`config.mk`:
```
export PLATFORM = sky130hd
export DESIGN_NAME = tiled_matmul_ctrl
export DESIGN_NICKNAME = d
export VERILOG_FILES = /design/src/rtl/tiled_matmul_ctrl.sv
export SDC_FILE = /design/constraint.sdc
export NUM_CORES = 1
export LEC_CHECK = 0
export BUFFER_PORTS_ARGS = -buffer_cell sky130_fd_sc_hd__buf_4
export CORE_ASPECT_RATIO = 0.8
export CORE_UTILIZATION = 24
export DETAILED_ROUTE_END_ITERATION = 6
export SYNTH_ARGS = -nofsm -noshare
export SYNTH_HDL_FRONTEND = slang
export SYNTH_SLANG_ARGS = --single-unit
```
`constraint.sdc`:
```
create_clock -name clk -period 4.9 [get_ports clk]
set_clock_uncertainty 0.15 [all_clocks]
set_input_delay 0.245 -clock clk [delete_from_list [all_inputs] [get_ports clk]]
set_output_delay 0.245 -clock clk [all_outputs]
set_load 0.03 [all_outputs]
```
`src/rtl/tiled_matmul_ctrl.sv`:
```
// tiled_matmul_ctrl -- sequencing controller for a tiled matrix multiply
//   C(MxN) = A(MxP) x B(PxN)
//
// Walks the tile grid with the inner dimension varying fastest. Then the
// column tile varies, then the row tile. For each tile it performs these steps:
//   1. Request the A/B tile fetch and wait for both fetch acknowledges.
//   2. Load the multiplier (one-cycle pulse).
//   3. Hold mul_start until mul_done is returned.
//   4. Request accumulation into C and wait for acc_done.
//      acc_clear is set on the first inner step of each C tile.
// No arithmetic on data happens here. DATA_W only documents the datapath width.
//
// Optional build macro: MATMUL_PERF_CNT_EN adds the cyc_cnt and tile_cnt
// performance counter outputs.
//
// Ports:
//   clk, rst (async, active-high)
//   start, abort                 job control (start is sampled only in IDLE)
//   busy, done                   job active / one-cycle completion pulse
//   fetch_req, fetch_done_a/b    tile fetch handshake
//   a_row/a_col/b_row/b_col      origins of the current A and B tiles
//   tile_rows/inner/cols         valid extent of the current tile (edge clipped)
//   mul_load, mul_start/mul_done multiplier handshake
//   acc_req/acc_done, acc_clear  accumulate handshake, clear on first inner step
//   c_row, c_col                 origin of the current C tile
//   cyc_cnt, tile_cnt            (MATMUL_PERF_CNT_EN) busy cycles, ACC handshakes
module tiled_matmul_ctrl #(
  parameter int DATA_W = 16,
  parameter int M      = 4,
  parameter int P      = 4,
  parameter int N      = 4,
  parameter int TM     = 2,
  parameter int TK     = 2,
  parameter int TN     = 2,
  parameter int IDX_W  = 10
) (
  input  logic             clk,
  input  logic             rst,
  input  logic             start,
  input  logic             abort,
  output logic             busy,
  output logic             done,
  output logic             fetch_req,
  output logic [IDX_W-1:0] a_row,
  output logic [IDX_W-1:0] a_col,
  output logic [IDX_W-1:0] b_row,
  output logic [IDX_W-1:0] b_col,
  input  logic             fetch_done_a,
  input  logic             fetch_done_b,
  output logic [IDX_W-1:0] tile_rows,
  output logic [IDX_W-1:0] tile_inner,
  output logic [IDX_W-1:0] tile_cols,
  output logic             mul_load,
  output logic             mul_start,
  input  logic             mul_done,
  output logic             acc_req,
  output logic             acc_clear,
  output logic [IDX_W-1:0] c_row,
  output logic [IDX_W-1:0] c_col,
  input  logic             acc_done
`ifdef MATMUL_PERF_CNT_EN
  ,
  output logic [31:0]      cyc_cnt,
  output logic [IDX_W-1:0] tile_cnt
`endif
);

  typedef enum logic [2:0] {IDLE, FETCH, MUL_LOAD, MUL_WAIT, ACC, DONE} state_t;

  state_t           state, state_nxt;
  logic [IDX_W-1:0] i, l, r;
  logic [IDX_W-1:0] i_nxt, l_nxt, r_nxt;
  logic             fa, fb;
  logic             start_ok, abort_ok, fetch_go, acc_hs;
  logic             last_r, last_l, last_i;

  // Remaining extent clipped to the tile size. All operands are widened to
  // 32 bits, so no sum can wrap near the 1023 limit.
  function automatic logic [IDX_W-1:0] clip(input logic [31:0] t, input logic [31:0] rem);
    return IDX_W'((t < rem) ? t : rem);
  endfunction

  assign start_ok = (state == IDLE) && start;
  assign abort_ok = (state != IDLE) && abort;
  // A latched or same-cycle acknowledge counts, so the last one to arrive
  // moves on without an extra cycle.
  assign fetch_go = (fa || fetch_done_a) && (fb || fetch_done_b);
  assign acc_hs   = (state == ACC) && acc_done && !abort;

  assign last_r = (32'(r) + 32'(TK)) >= 32'(P);
  assign last_l = (32'(l) + 32'(TN)) >= 32'(N);
  assign last_i = (32'(i) + 32'(TM)) >= 32'(M);

  // Next tile coordinates, inner dimension first.
  always_comb begin
    r_nxt = last_r ? '0 : IDX_W'(32'(r) + 32'(TK));
    l_nxt = l;
    i_nxt = i;
    if (last_r) begin
      l_nxt = last_l ? '0 : IDX_W'(32'(l) + 32'(TN));
      if (last_l) i_nxt = last_i ? '0 : IDX_W'(32'(i) + 32'(TM));
    end
  end

  always_ff @(posedge clk or posedge rst) begin
    if (rst) state <= IDLE;
    else     state <= state_nxt;
  end

  always_comb begin
    state_nxt = state;
    if (abort_ok) begin
      state_nxt = IDLE;
    end else begin
      case (state)
        IDLE:     if (start)    state_nxt = FETCH;
        FETCH:    if (fetch_go) state_nxt = MUL_LOAD;
        MUL_LOAD:               state_nxt = MUL_WAIT;
        MUL_WAIT: if (mul_done) state_nxt = ACC;
        ACC:      if (acc_done) state_nxt = (last_r && last_l && last_i) ? DONE : FETCH;
        DONE:                   state_nxt = IDLE;
        default:                state_nxt = IDLE;
      endcase
    end
  end

  // Tile indices and fetch acknowledge latches. Both clear on abort, so the
  // next job starts clean.
  always_ff @(posedge clk or posedge rst) begin
    if (rst) begin
      i  <= '0;
      l  <= '0;
      r  <= '0;
      fa <= 1'b0;
      fb <= 1'b0;
    end else if (abort_ok || start_ok) begin
      i  <= '0;
      l  <= '0;
      r  <= '0;
      fa <= 1'b0;
      fb <= 1'b0;
    end else begin
      if (state == FETCH) begin
        fa <= fetch_go ? 1'b0 : (fa || fetch_done_a);
        fb <= fetch_go ? 1'b0 : (fb || fetch_done_b);
      end
      if (acc_hs) begin
        i <= i_nxt;
        l <= l_nxt;
        r <= r_nxt;
      end
    end
  end

  assign busy      = (state != IDLE);
  assign done      = (state == DONE);
  assign fetch_req = (state == FETCH);
  assign mul_load  = (state == MUL_LOAD);
  assign mul_start = (state == MUL_WAIT);
  assign acc_req   = (state == ACC);
  assign acc_clear = (state == ACC) && (r == '0);

  // Indices are zero whenever the block is idle. Gating on busy also forces
  // the size outputs to zero outside a job.
  assign a_row      = i;
  assign a_col      = r;
  assign b_row      = r;
  assign b_col      = l;
  assign c_row      = i;
  assign c_col      = l;
  assign tile_rows  = busy ? clip(32'(TM), 32'(M) - 32'(i)) : '0;
  assign tile_inner = busy ? clip(32'(TK), 32'(P) - 32'(r)) : '0;
  assign tile_cols  = busy ? clip(32'(TN), 32'(N) - 32'(l)) : '0;

`ifdef MATMUL_PERF_CNT_EN
  always_ff @(posedge clk or posedge rst) begin
    if (rst) begin
      cyc_cnt  <= '0;
      tile_cnt <= '0;
    end else if (start_ok) begin
      cyc_cnt  <= '0;
      tile_cnt <= '0;
    end else begin
      if (busy && (cyc_cnt != '1)) cyc_cnt <= cyc_cnt + 32'd1;
      if (acc_hs)                  tile_cnt <= tile_cnt + 1'b1;
    end
  end
`endif

endmodule

```
### Yosys cells after proc, flatten, opt, wreduce, memory -nomap -nowiden

Cells that the tools add are included.
W data, S select, Z words.

| word-level totals | value |
|---|---|
| flip-flop bits (word level) | 35 |
| bits of input ports | 8 |
| output and inout bits | 97 |
| word-level logic and storage cells | 80 |

| operators by class | value |
|---|---|
| $add $sub $neg | 6 |
| $lt $le $gt $ge | 6 |
| eq/ne operators | 9 |
| muxes and demuxes | 31 |
| reductions and logical operators | 22 |

Operators by type and width:

| cell | number |
|---|---|
| $mux W10 | 18 |
| $ge A32 B3 Y1 const B | 3 |
| $lt A2 B32 Y1 const A | 3 |
| $add A10 B2 Y11 const B | 3 |
| $sub A3 B10 Y11 const A | 3 |
| $mux W3 | 6 |
| $pmux W3 S5 | 1 |
| $logic_not A10 Y1 | 1 |
| $ne A3 B1 Y1 const B | 3 |
| $logic_and A1 B1 Y1 | 8 |
| $reduce_bool A2 Y1 | 4 |
| $eq A3 B2 Y1 const B | 2 |
| $eq A3 B3 Y1 const B | 2 |
| $mux W1 | 6 |
| $reduce_and A4 Y1 | 1 |
| $eq A3 B1 Y1 const B | 1 |
| $logic_not A3 Y1 | 1 |
| $logic_or A1 B1 Y1 | 3 |
| $ne A3 B3 Y1 const B | 1 |
| $reduce_and A3 Y1 | 1 |
| $reduce_bool A3 Y1 | 1 |
| $reduce_and A2 Y1 | 1 |
| $logic_not A1 Y1 | 1 |

### Logic depth before layout (Yosys ltp)

Gate-level depths: netlist of run 1.

| logic depth | value |
|---|---|
| word-level depth | 8 |
| mapped depth | 7 |
| gate-level depth less buffers | 7 |

### Worst setup path before layout of run 1

OpenSTA, ideal clock, no wires.

| timing path | value |
|---|---|
| kind | register to output |
| from | register r[5] (netlist: a_col[5]) |
| to | output acc_clear |
| arrival | 2.295 ns |
| required time | 4.505 ns |
| setup slack | 2.210 ns |
| stages on the path, launching flop included | 5 |
| path buffers | 0 |
| path through | dfrtp_1 -> or4_4 -> nor3_4 -> nor3b_1 -> nor3b_1 |

| between the ends | value |
|---|---|
| longest elaborated chain between the ends | 2 |

Ends and longest elaborated chain:

| item | line | source |
|---|---|---|
| from (decl) | 71 | `logic [IDX_W-1:0] i, l, r;` |
| from (signal assigned) | 150 | `r <= r_nxt;` |
| $logic_not A10 Y1 | 161 | `assign acc_clear = (state == ACC) && (r == '0);` |
| $logic_and A1 B1 Y1 | 161 |  |
| to (decl) | 57 | `output logic acc_clear,` |

No other way between the ends.

### Worst setup path after layout of run 1

| timing path | value |
|---|---|
| from | register r[4] (netlist: a_col[4]) |
| to | output acc_clear |

The elaborated chain is that of the path after synthesis.

==> metrics.md, run 1 <==
| Metric | Value |
|---|---|
| CTS tree | done |
| Tmin final | 2.68 ns |
| Worst VDD drop | 0.000134 V |
| Post-Syn Area | 0.00229 mm^2 |
| Asr flop ratio synth | 100% |
| Critical path, cell by cell | or4_4 -> nor3_4 -> nor3b_1 -> nor3b_1 -> buf_4 |
| Slew Limit Fails | 0 |
| RSZ-0062 raised after global routing | false |
| DRC | 8 |
| Crit Path Class | reg -> out |
| NetSw | 0.373 mW |
| Flop pwr share | 32.4% |
| CP Capture Type | output port |
| FP Rows | 31 |
| Maximum clock frequency | 0.373 GHz |
| Setup Buffers After CTS | 0 |
| Post-synth EDFFs | 0 |
| GRT Total Usage | 11.0% |
| Place WS | 2.50 ns |
| Detailed-route wire length per cell | 12.8 um |
| Hold Violations, Final | 0 |
| Worst-skew pair later-pin latency | 0.27 ns |
| Placer Congestion | 0.864 |
| Post-placement cell area | 0.00262 mm^2 |
| Final antenna-violating net count | 0 |
| Via-per-instance ratio | 4.35 |
| Pwr Total | 0.947 mW |
| WP data arrival | 2.29 ns |
| Die area | 0.00993 mm^2 |
| DR top layer | met4 |
| Share of cells above drive strength 1 | 30.6% |
| Metal2 WL | 2.56 mm |
| I/O Buffers | 71 |
| CP max FO | 6 |
| WP data required | 4.51 ns |
| Longest Clk Path Bufs | 2 |
| Yosys top cell area share | 35.0% |
| N_diodes | 0 |
| Grt total ovfl | 0 |
| Final net count | 315 |
| Number of global-route vias before repair | 1630 |
| Post-Synthesis Cells | 251 |
| First-pass GRT wire length | 8.41 mm |
| Seq cells post-synth | 32 |
| Syn-to-layout area delta | 21.0% |
| Post_cts resized | 0 |
| Worst min path class | in -> reg |
| Leakage | 1.43 nW |
| Synth Warn # | 0 |
| Startpoint Class | flip-flop |
| CTS Root Cell | clkbuf_16 |
| IO Count | 105 |
| Routed via count | 1810 |
| Final setup viols | 0 |
| Rel. slew slack | 54.4% |
| Dpl hpwl | 4.16 mm |
| Actual slew at the worst max-slew pin | 0.682 ns |
| WL met1 | 2.52 mm |
| Failing checks | DRC |
| Final Cell Area | 0.00277 mm^2 |
| Final WS setup | 2.22 ns |
| Count of cell types in the netlist | 57 |
| Seq/Total Area, Yosys | 35.0% |
| Max-cap violations | 0 |
| Synthesized area per cell | 9.11 um^2 |
| Cells after DPL | 408 |
| Core footprint | 0.00915 mm^2 |
| Clock power share | 30.3% |
| Metal3 WL | 236 um |
| Internal | 0.573 mW |
| Final Routed Wirelength | 5.34 mm |
| Most frequent CP cell | nor3b_1 |
| Initial DRC Count | 104 |
| Slowest stage delay, CP | 0.59 ns |
| Clock transition at the registers of the reported paths | 0.05 ns |
| Setup_tns | 0 ns |
| Total CTS buffers | 5 |
| Status | complete, but fails checks |
| Pre-Repair DR Iteration Count | 7 |
| Largest net degree at the start of global routing | 33 |
| CTS Sinks | 32 |
| Crit path max-delay cell type | or4_4 |
| Die Width | 111 um |
| Combinational share of power | 37.4% |
| Switching Share | 39.4% |
| Synth top area cells | dfrtp_1 35%, buf_4 20%, ha_1 3.3% |
| Initial Util | 25.0% |
| H-tree depth | 2 |
| Non-Filler Instances | 416 |
| Top_reg_cell synth | dfrtp_1 |
| Area leader, netlist | dfrtp_1 |
| Initial antenna violation count | 0 |
| Height of the die | 89.3 um |
| Period utilisation layout | 54.7% |
| Cell Pwr Density | 342 mW/mm^2 |
through the flow:
step	hold WS [ns]	util [%]
3_5_place_dp	0.219	28.6
6_report	0.0431	30.2
2_1_floorplan	0.211	-
4_1_cts	0.0403	30.2
3_3_place_gp	0.218	28.6
5_1_grt	0.0536	30.2
final timing paths:
path / startpoint / to / slack, ns / depth (start not counted)
setup / recovery: a_col[4] / acc_clear / 2.22 / 5
hold / removal: abort / state[1] / 0.04 / 2
setup reg to reg: b_col[1] / a_row[1] / 2.48 / 6
hold reg to reg: a_row[6] / a_row[6] / 0.43 / 2
max in group asynchronous: rst / state[2] / 3.80 / 4
min in group asynchronous: rst / a_col[5] / 0.48 / 4
routing by layer:
metal	global-route usage, %	vias to the layer above
met2	18.3	51
met3	2.64	2
met1	14.4	870
met4	3.07	0
li1	-	887
met5	0	-
sequential cells by signal, summed over array words and instances, names as in the netlist:
register,count
a_col,9
a_row,9
b_col,9
state,3
fa,1
fb,1
power by group through the flow:
stage | combinational [mW] | sequential [mW] | clock, mW
after floorplan | 0.278 | 0.311 | 0
after CTS | 0.359 | 0.306 | 0.296
after global placement | 0.352 | 0.309 | 0
final | 0.354 | 0.307 | 0.286
after detailed placement | 0.358 | 0.311 | 0
after global routing | 0.388 | 0.310 | 0.307
cell usage after synthesis (2+ instances only):
cell type / count
nand2_1: 11
and3_1: 6
xnor2_1: 3
o211ai_1: 3
o21ai_0: 5
and2_1: 7
nor2b_1: 7
nand2b_1: 2
nand4_1: 3
and4_1: 2
nor3_1: 9
nand3b_1: 2
nand3_1: 3
a211oi_1: 4
buf_4: 60
nor4_1: 3
nor2_1: 14
inv_1: 13
or3_1: 2
o21a_1: 2
nor3b_1: 4
dfrtp_1: 32
a31oi_1: 4
ha_1: 6
a21oi_1: 12
cell families (layout without fill, tap and decap cells):
| kind of cell | Yosys count | count (layout) | synth area share (%) |
|---|---|---|---|
| adders and majority gates | 6 | 6 | 3.28 |
| other | 1 | 33 | 0.164 |
| muxes | 3 | 3 | 1.59 |
| AOI/OAI and AO/OA | 44 | 44 | 13.2 |
| and+or+nand+nor | 86 | 86 | 22.8 |
| buffers and inverters | 76 | 94 | 22.8 |
| xor gates and xnor gates | 3 | 3 | 1.15 |
| DFF | 32 | 32 | 35.0 |
repair_timing:
item / 4_1_cts / 5_1_grt
hold buffers: 1 / 0
hold endpoints to repair: 32 / 0
setup endpoints to repair: 0 / 0
cells in the final DEF, fill, tap and decap left out, types with 3 or more instances in the layout:
| cell | count |
|---|---|
| buf_4 | 72 |
| conb_1 | 33 |
| dfrtp_1 | 32 |
| nor2_1 | 14 |
| inv_1 | 13 |
| a21oi_1 | 12 |
| nand2_1 | 11 |
| nor3_1 | 9 |
| and2_1 | 7 |
| nor2b_1 | 7 |
| and3_1 | 6 |
| ha_1 | 6 |
| o21ai_0 | 5 |
| clkbuf_16 | 5 |
| a211oi_1 | 4 |
| nor3b_1 | 4 |
| a31oi_1 | 4 |
| nand4_1 | 3 |
| xnor2_1 | 3 |
| nand3_1 | 3 |
| nor4_1 | 3 |
| o211ai_1 | 3 |
cell type report:
class / count / area (um^2)
fillers: 987 / 6390
inverters: 14 / 52.6
repair buffers: 73 / 551
multi-input cells: 175 / 1080
well taps: 115 / 144
clock inverters: 1 / 5.00
clock buffers: 6 / 129
flip-flops and latches: 32 / 801
critical path: cells and delay by family, from the launching register on:
family / cells / cell delay, ns
buffers and inverters: 1 / 0.20
DFF: 1 / 0.44
and+or+nand+nor: 4 / 1.37
Note: power is estimated with default switching activity, not from simulation.
==> run 2: changes to the inputs <==
clock period = 2.8 ns   (was 4.9 ns; I/O delays follow)
==> metrics.md, run 2 (synthesis results as in run 1) <==
| Metric | Value |
|---|---|
| Initial Util | 25.0% (unchanged) |
| Pre-Repair DR Iteration Count | 7 (unchanged) |
| Actual slew at the worst max-slew pin | 0.701 ns (was 0.682 ns) |
| Longest Clk Path Bufs | 2 (unchanged) |
| RR Startpoint | b_col[1] (unchanged) |
| RSZ-0062 raised after global routing | false (unchanged) |
| Status | complete, but fails checks (unchanged) |
| Clock power share | 31.3% (was 30.3%) |
| N_diodes | 0 (unchanged) |
| Non-Filler Instances | 419 (was 416) |
| Tmin final | 2.60 ns |
| Period utilisation layout | 92.9% |
| Final net count | 317 (was 315) |
| Cells after DPL | 409 (was 408) |
| CP max FO | 7 (was 6) |
| Flop pwr share | 31.6% (was 32.4%) |
| Height of the die | 89.3 um (unchanged) |
| Syn-to-layout area delta | 22.3% (was 21.0%) |
| Hold Violations, Final | 0 (unchanged) |
| Detailed-route wire length per cell | 12.5 um (was 12.8 um) |
| Cell Pwr Density | 608 mW/mm^2 (was 342 mW/mm^2) |
| WP data required | 2.51 ns (was 4.51 ns) |
| Die Width | 111 um (unchanged) |
| WP data arrival | 2.31 ns (was 2.29 ns) |
| Worst min path class | in -> reg (unchanged) |
| Critical path, cell by cell | or4_4 -> nor3_4 -> nor3b_1 -> nor3b_1 -> buf_4 (unchanged) |
| Dpl hpwl | 4.03 mm (was 4.16 mm) |
| Placer Congestion | 0.787 (was 0.864) |
| Maximum clock frequency | 0.384 GHz |
| Switching Share | 38.4% (was 39.4%) |
| First-pass GRT wire length | 8.31 mm (was 8.41 mm) |
| Most frequent cells in the layout | 73 x buf_4, 33 x conb_1, 32 x dfrtp_1, 14 x nor2_1, 13 x inv_1 (was 72 x buf_4, 33 x conb_1, 32 x dfrtp_1, 14 x nor2_1, 13 x inv_1) |
| CP Capture Type | output port (unchanged) |
| Via-per-instance ratio | 4.31 (was 4.35) |
| Clock transition at the registers of the reported paths | 0.05 ns (about the same) |
| Startpoint Class | flip-flop (unchanged) |
| Worst VDD drop | 0.000249 V (was 0.000134 V) |
| Crit Path Class | reg -> out (unchanged) |
| Worst-skew pair later-pin latency | 0.27 ns (about the same) |
| Hold buffers post-CTS | 2 (was 1) |
| Max-cap violations | 0 (unchanged) |
| Most frequent CP cell | nor3b_1 (unchanged) |
| CTS Root Cell | clkbuf_16 (unchanged) |
| NetSw | 0.653 mW (was 0.373 mW) |
| Grt total ovfl | 0 (unchanged) |
| Leakage | 1.44 nW (was 1.43 nW) |
| CTS Sinks | 32 (unchanged) |
| Worst Hold Launch | mul_done (was abort) |
| Number of global-route vias before repair | 1647 (was 1630) |
| Final setup viols | 0 (unchanged) |
| FP Rows | 31 (unchanged) |
| IO Count | 105 (unchanged) |
| Die area | 0.00993 mm^2 (unchanged) |
| Commonest non-fill, non-tap cell in the layout | buf_4 (unchanged) |
| Crit path max-delay cell type | or4_4 (unchanged) |
| Largest net degree at the start of global routing | 33 (unchanged) |
| Setup_tns | 0 ns (unchanged) |
| Core footprint | 0.00915 mm^2 (unchanged) |
| DRC | 8 (unchanged) |
| Initial antenna violation count | 0 (unchanged) |
| I/O Buffers | 71 (unchanged) |
| Internal | 1.05 mW (was 0.573 mW) |
| Final antenna-violating net count | 0 (unchanged) |
| Initial DRC Count | 76 (was 104) |
| Total CTS buffers | 5 (unchanged) |
| CP startpoint | a_col[5] (was a_col[4]) |
| H-tree depth | 2 (unchanged) |
| Slowest stage delay, CP | 0.57 ns (was 0.59 ns) |
| GRT Total Usage | 10.8% (was 11.0%) |
| Failing checks | DRC (unchanged) |
| Share of cells above drive strength 1 | 30.6% (about the same) |
| Slew Limit Fails | 0 (unchanged) |
| Final Routed Wirelength | 5.25 mm (was 5.34 mm) |
| Rel. slew slack | 53.1% (was 54.4%) |
| Routed via count | 1807 (was 1810) |
| Post_cts resized | 0 (unchanged) |
| Combinational share of power | 37.1% (was 37.4%) |
| Setup Buffers After CTS | 0 (unchanged) |
| CTS tree | done (unchanged) |
-- run 2: worst paths after layout --
kind                             endpoint  slack [ns]  cells past startpoint
worst max register to register   a_row[1]        0.45                      6
max in group asynchronous        a_col[3]        1.83                      4
worst max-delay path            acc_clear        0.20                      5
min in group asynchronous        a_row[5]        0.37                      4
worst min register to register   a_row[7]        0.42                      2
worst min-delay path             state[1]        0.01                      4
-- run 2: critical path, delay by kind of cell (launching register included) --
kind / cells / cell delay [ns]
simple gates: 4 / 1.38
flops: 1 / 0.46
buf+inv: 1 / 0.20
-- run 2: power by group through the flow --
stage	combinational [mW]	clock (mW)	sequential, mW
after floorplan	0.486	0	0.545
after global placement	0.629	0	0.541
after detailed placement	0.636	0	0.543
after CTS	0.640	0.547	0.536
after global routing	0.687	0.572	0.541
final	0.631	0.532	0.537
-- run 2: final cells by class --
cell class,count,area (um^2)
Clock buffer,8,146
Fill cell,1009,6360
Inverter,14,52.6
Multi-Input combinational cell,175,1080
Sequential cell,32,801
Tap cell,115,144
Timing Repair Buffer,75,568
-- run 2: through the flow --
stage          setup WS (ns)  hold WS (ns)  power [mW]  cell area [um^2]  utilization (%)
2_1_floorplan          0.215         0.106        1.03              2410                -
3_5_place_dp           0.468         0.115        1.18              2630             28.7
5_1_grt               0.0370        0.0340        1.80              2800             30.5
3_3_place_gp           0.485         0.116        1.17              2630             28.7
4_1_cts                0.198        0.0125        1.72              2800             30.5
6_report               0.198        0.0143        1.70              2800             30.5
-- run 2: layer usage --
layer	up-vias	wire, um	track usage, %
li1	888	-	-
met1	865	2520	14.6
met2	52	2480	17.7
met3	2	230	2.58
met4	0	19	2.58
met5	-	0	0
==> run 3: changes to the inputs <==
==> constraint.sdc (replaced) <==
create_clock -name clk -period 2.8 [get_ports clk]
set_clock_uncertainty 0.15 [all_clocks]
set_input_delay 0.56 -clock clk [delete_from_list [all_inputs] [get_ports clk]]
set_output_delay 0.56 -clock clk [all_outputs]
set_load 0.03 [all_outputs]
==> metrics.md, run 3 (synthesis results as in run 1) <==
| Metric | Value |
|---|---|
| Placer Congestion | 0.756 (was 0.787) |
| Failing checks | DRC (unchanged) |
| Sequential cell area | 803 um^2 (was 801 um^2) |
| Maximum clock frequency | 0.371 GHz (was 0.384 GHz) |
| Crit Path Class | reg -> out (unchanged) |
| Worst hold slack | 0.232 ns (was 0.0143 ns) |
| Final core occ | 31.1% (was 30.5%) |
| Area of the multi-input gates | 0.00111 mm^2 (was 0.00108 mm^2) |
| Initial Util | 25.0% (unchanged) |
| N_diodes | 0 (unchanged) |
| Startpoint Class | flip-flop (unchanged) |
| CP Capture Type | output port (unchanged) |
| Hold Violations, Final | 0 (unchanged) |
| CTS Sinks | 32 (unchanged) |
| Syn-to-layout area delta | 24.6% (was 22.3%) |
| CP max FO | 6 (was 7) |
| RSZ-0062 raised after global routing | false (unchanged) |
| R2r setup slk | 0.41 ns (was 0.45 ns) |
| Worst-skew pair later-pin latency | 0.28 ns (was 0.27 ns) |
| Tmin final | 2.70 ns (was 2.60 ns) |
| Commonest non-fill, non-tap cell in the layout | buf_4 (unchanged) |
| DRC | 9 (was 8) |
| Most frequent CP cell | nor3b_4 (was nor3b_1) |
| CTS tree | done (unchanged) |
| Slew Limit Fails | 0 (unchanged) |
| FP Rows | 31 (unchanged) |
| Dpl hpwl | 4.07 mm (was 4.03 mm) |
| Detailed-route wire length per cell | 12.5 um (about the same) |
| Via-per-instance ratio | 4.31 (about the same) |
| Die Width | 111 um (unchanged) |
| Max-cap violations | 0 (unchanged) |
| Final net count | 316 (was 317) |
| Initial DRC Count | 59 (was 76) |
| Routed via count | 1801 (was 1807) |
| WP data required | 2.09 ns (was 2.51 ns) |
| Most frequent cells in the layout | 73 x buf_4, 33 x conb_1, 30 x dfrtp_1, 14 x nor2_1, 13 x inv_1 (was 73 x buf_4, 33 x conb_1, 32 x dfrtp_1, 14 x nor2_1, 13 x inv_1) |
| Actual slew at the worst max-slew pin | 0.623 ns (was 0.701 ns) |
| First-pass GRT wire length | 8.32 mm (was 8.31 mm) |
| Critical path, cell by cell | or4_4 -> nor3_4 -> nor3b_4 -> nor3b_4 -> buf_6 (was or4_4 -> nor3_4 -> nor3b_1 -> nor3b_1 -> buf_4) |
| Largest delay share family, worst path | simple AND/OR/NAND/NOR gates (unchanged) |
| Setup_tns | 0 ns (unchanged) |
| Rel. slew slack | 58.3% (was 53.1%) |
| Number of global-route vias before repair | 1641 (was 1647) |
| Worst r2r dst | a_row[1] (unchanged) |
| Worst-case reg-to-reg path depth | 6 (unchanged) |
| Core footprint | 0.00915 mm^2 (unchanged) |
| Grt total ovfl | 0 (unchanged) |
| Share of cells above drive strength 1 | 33.0% (was 30.6%) |
| Final Routed Wirelength | 5.22 mm (was 5.25 mm) |
| Height of the die | 89.3 um (unchanged) |
| Die area | 0.00993 mm^2 (unchanged) |
| Period utilisation layout | 96.3% (was 92.9%) |
| Longest Clk Path Bufs | 2 (unchanged) |
| WP data arrival | 1.99 ns (was 2.31 ns) |
| Total CTS buffers | 5 (unchanged) |
| H-tree depth | 2 (unchanged) |
| IO Count | 105 (unchanged) |
| Post-placement cell area | 0.00264 mm^2 (was 0.00263 mm^2) |
| Crit path max-delay cell type | or4_4 (unchanged) |
| Fill cell count | 979 (was 1009) |
| Crit path depth | 5 (unchanged) |
| CP Buf/Inv Count | 1 (unchanged) |
| Cell Pwr Density | 641 mW/mm^2 (was 608 mW/mm^2) |
| Slowest stage delay, CP | 0.57 ns (about the same) |
| RR Startpoint | b_col[1] (unchanged) |
| Pwr Total | 1.83 mW (was 1.70 mW) |
| Clock transition at the registers of the reported paths | 0.05 ns (about the same) |
| Worst VDD drop | 0.000199 V (was 0.000249 V) |
| CTS Root Cell | clkbuf_16 (unchanged) |
| Final antenna-violating net count | 0 (unchanged) |
| GRT Total Usage | 10.8% (about the same) |
| Pre-Repair DR Iteration Count | 6 (was 7) |
| Final setup viols | 0 (unchanged) |
| Initial antenna violation count | 0 (unchanged) |
| Status | complete, but fails checks (unchanged) |
| Leakage | 1.47 nW (was 1.44 nW) |
| I/O Buffers | 71 (unchanged) |
| Final Cell Area | 0.00285 mm^2 (was 0.00280 mm^2) |
| Worst min path class | in -> async (was in -> reg) |
| Largest net degree at the start of global routing | 33 (unchanged) |
-- run 3: cell types whose count changed in the layout (fill, tap and decap cells not counted), sizes merged --
| cell | previous run | this run |
|---|---|---|
| buf | 73 | 74 |
| clkbuf | 8 | 7 |
| bufinv | 0 | 1 |
| dlygate4sd3 | 2 | 0 |
-- run 3: per-stage QoR --
stage,cells,setup WS [ns]
after floorplan,283,0.0897
final,418,0.104
after global routing,418,0.0325
after detailed placement,410,0.307
after CTS,418,0.0621
after global placement,410,0.354
-- run 3: metal layers --
| layer | global-route usage, % | wire length (um) |
|---|---|---|
| met2 | 17.6 | 2450 |
| met1 | 14.3 | 2480 |
| met3 | 2.92 | 261 |
| met4 | 2.95 | 28 |
| met5 | 0 | 0 |
-- run 3: what timing repair did --
item | 4_1_cts | 5_1_grt
hold endpoints to repair | 0 | 0
setup buffers | 0 | 0
gates resized for setup | 1 | 5
hold buffers | 0 | 0
cloned | 0 | 0
setup endpoints to repair | 1 | 1
-- run 3: worst max-delay path by stage --
stage / from / endpoint / slack (ns)
CTS: a_col[5] / acc_clear / 0.06
finish: a_col[4] / acc_clear / 0.10
detailed placement: a_col[5] / acc_clear / 0.31
global placement: a_col[5] / acc_clear / 0.35
global route: a_col[1] / tile_inner[1] / 0.03
floorplan: a_col[5] / acc_clear / 0.09
-- run 3: area by class of cell --
class | count | area share [%]
flip-flops and latches | 32 | 28.2
clock buffers | 7 | 5.36
inverters | 14 | 1.84
repair buffers | 74 | 19.6
clock inverters | 1 | 1.05
well taps | 115 | 5.05
multi-input cells | 175 | 38.9
-- run 3: where the power goes --
part	switching, mW	internal [mW]	total (mW)
combinational	0.436	0.198	0.634
sequential	0.0418	0.493	0.535
clock	0.191	0.468	0.659
total	0.668	1.16	1.83
-- run 3: worst reg2reg max path: cells and delay by family, from the launching register on --
family / cells / cell delay (ns)
AO/OA/AOI/OAI: 3 / 0.76
flip-flops: 1 / 0.43
multiplexers: 1 / 0.38
AND/OR/NAND/NOR: 1 / 0.30
adder cells (fa/ha/maj): 1 / 0.26
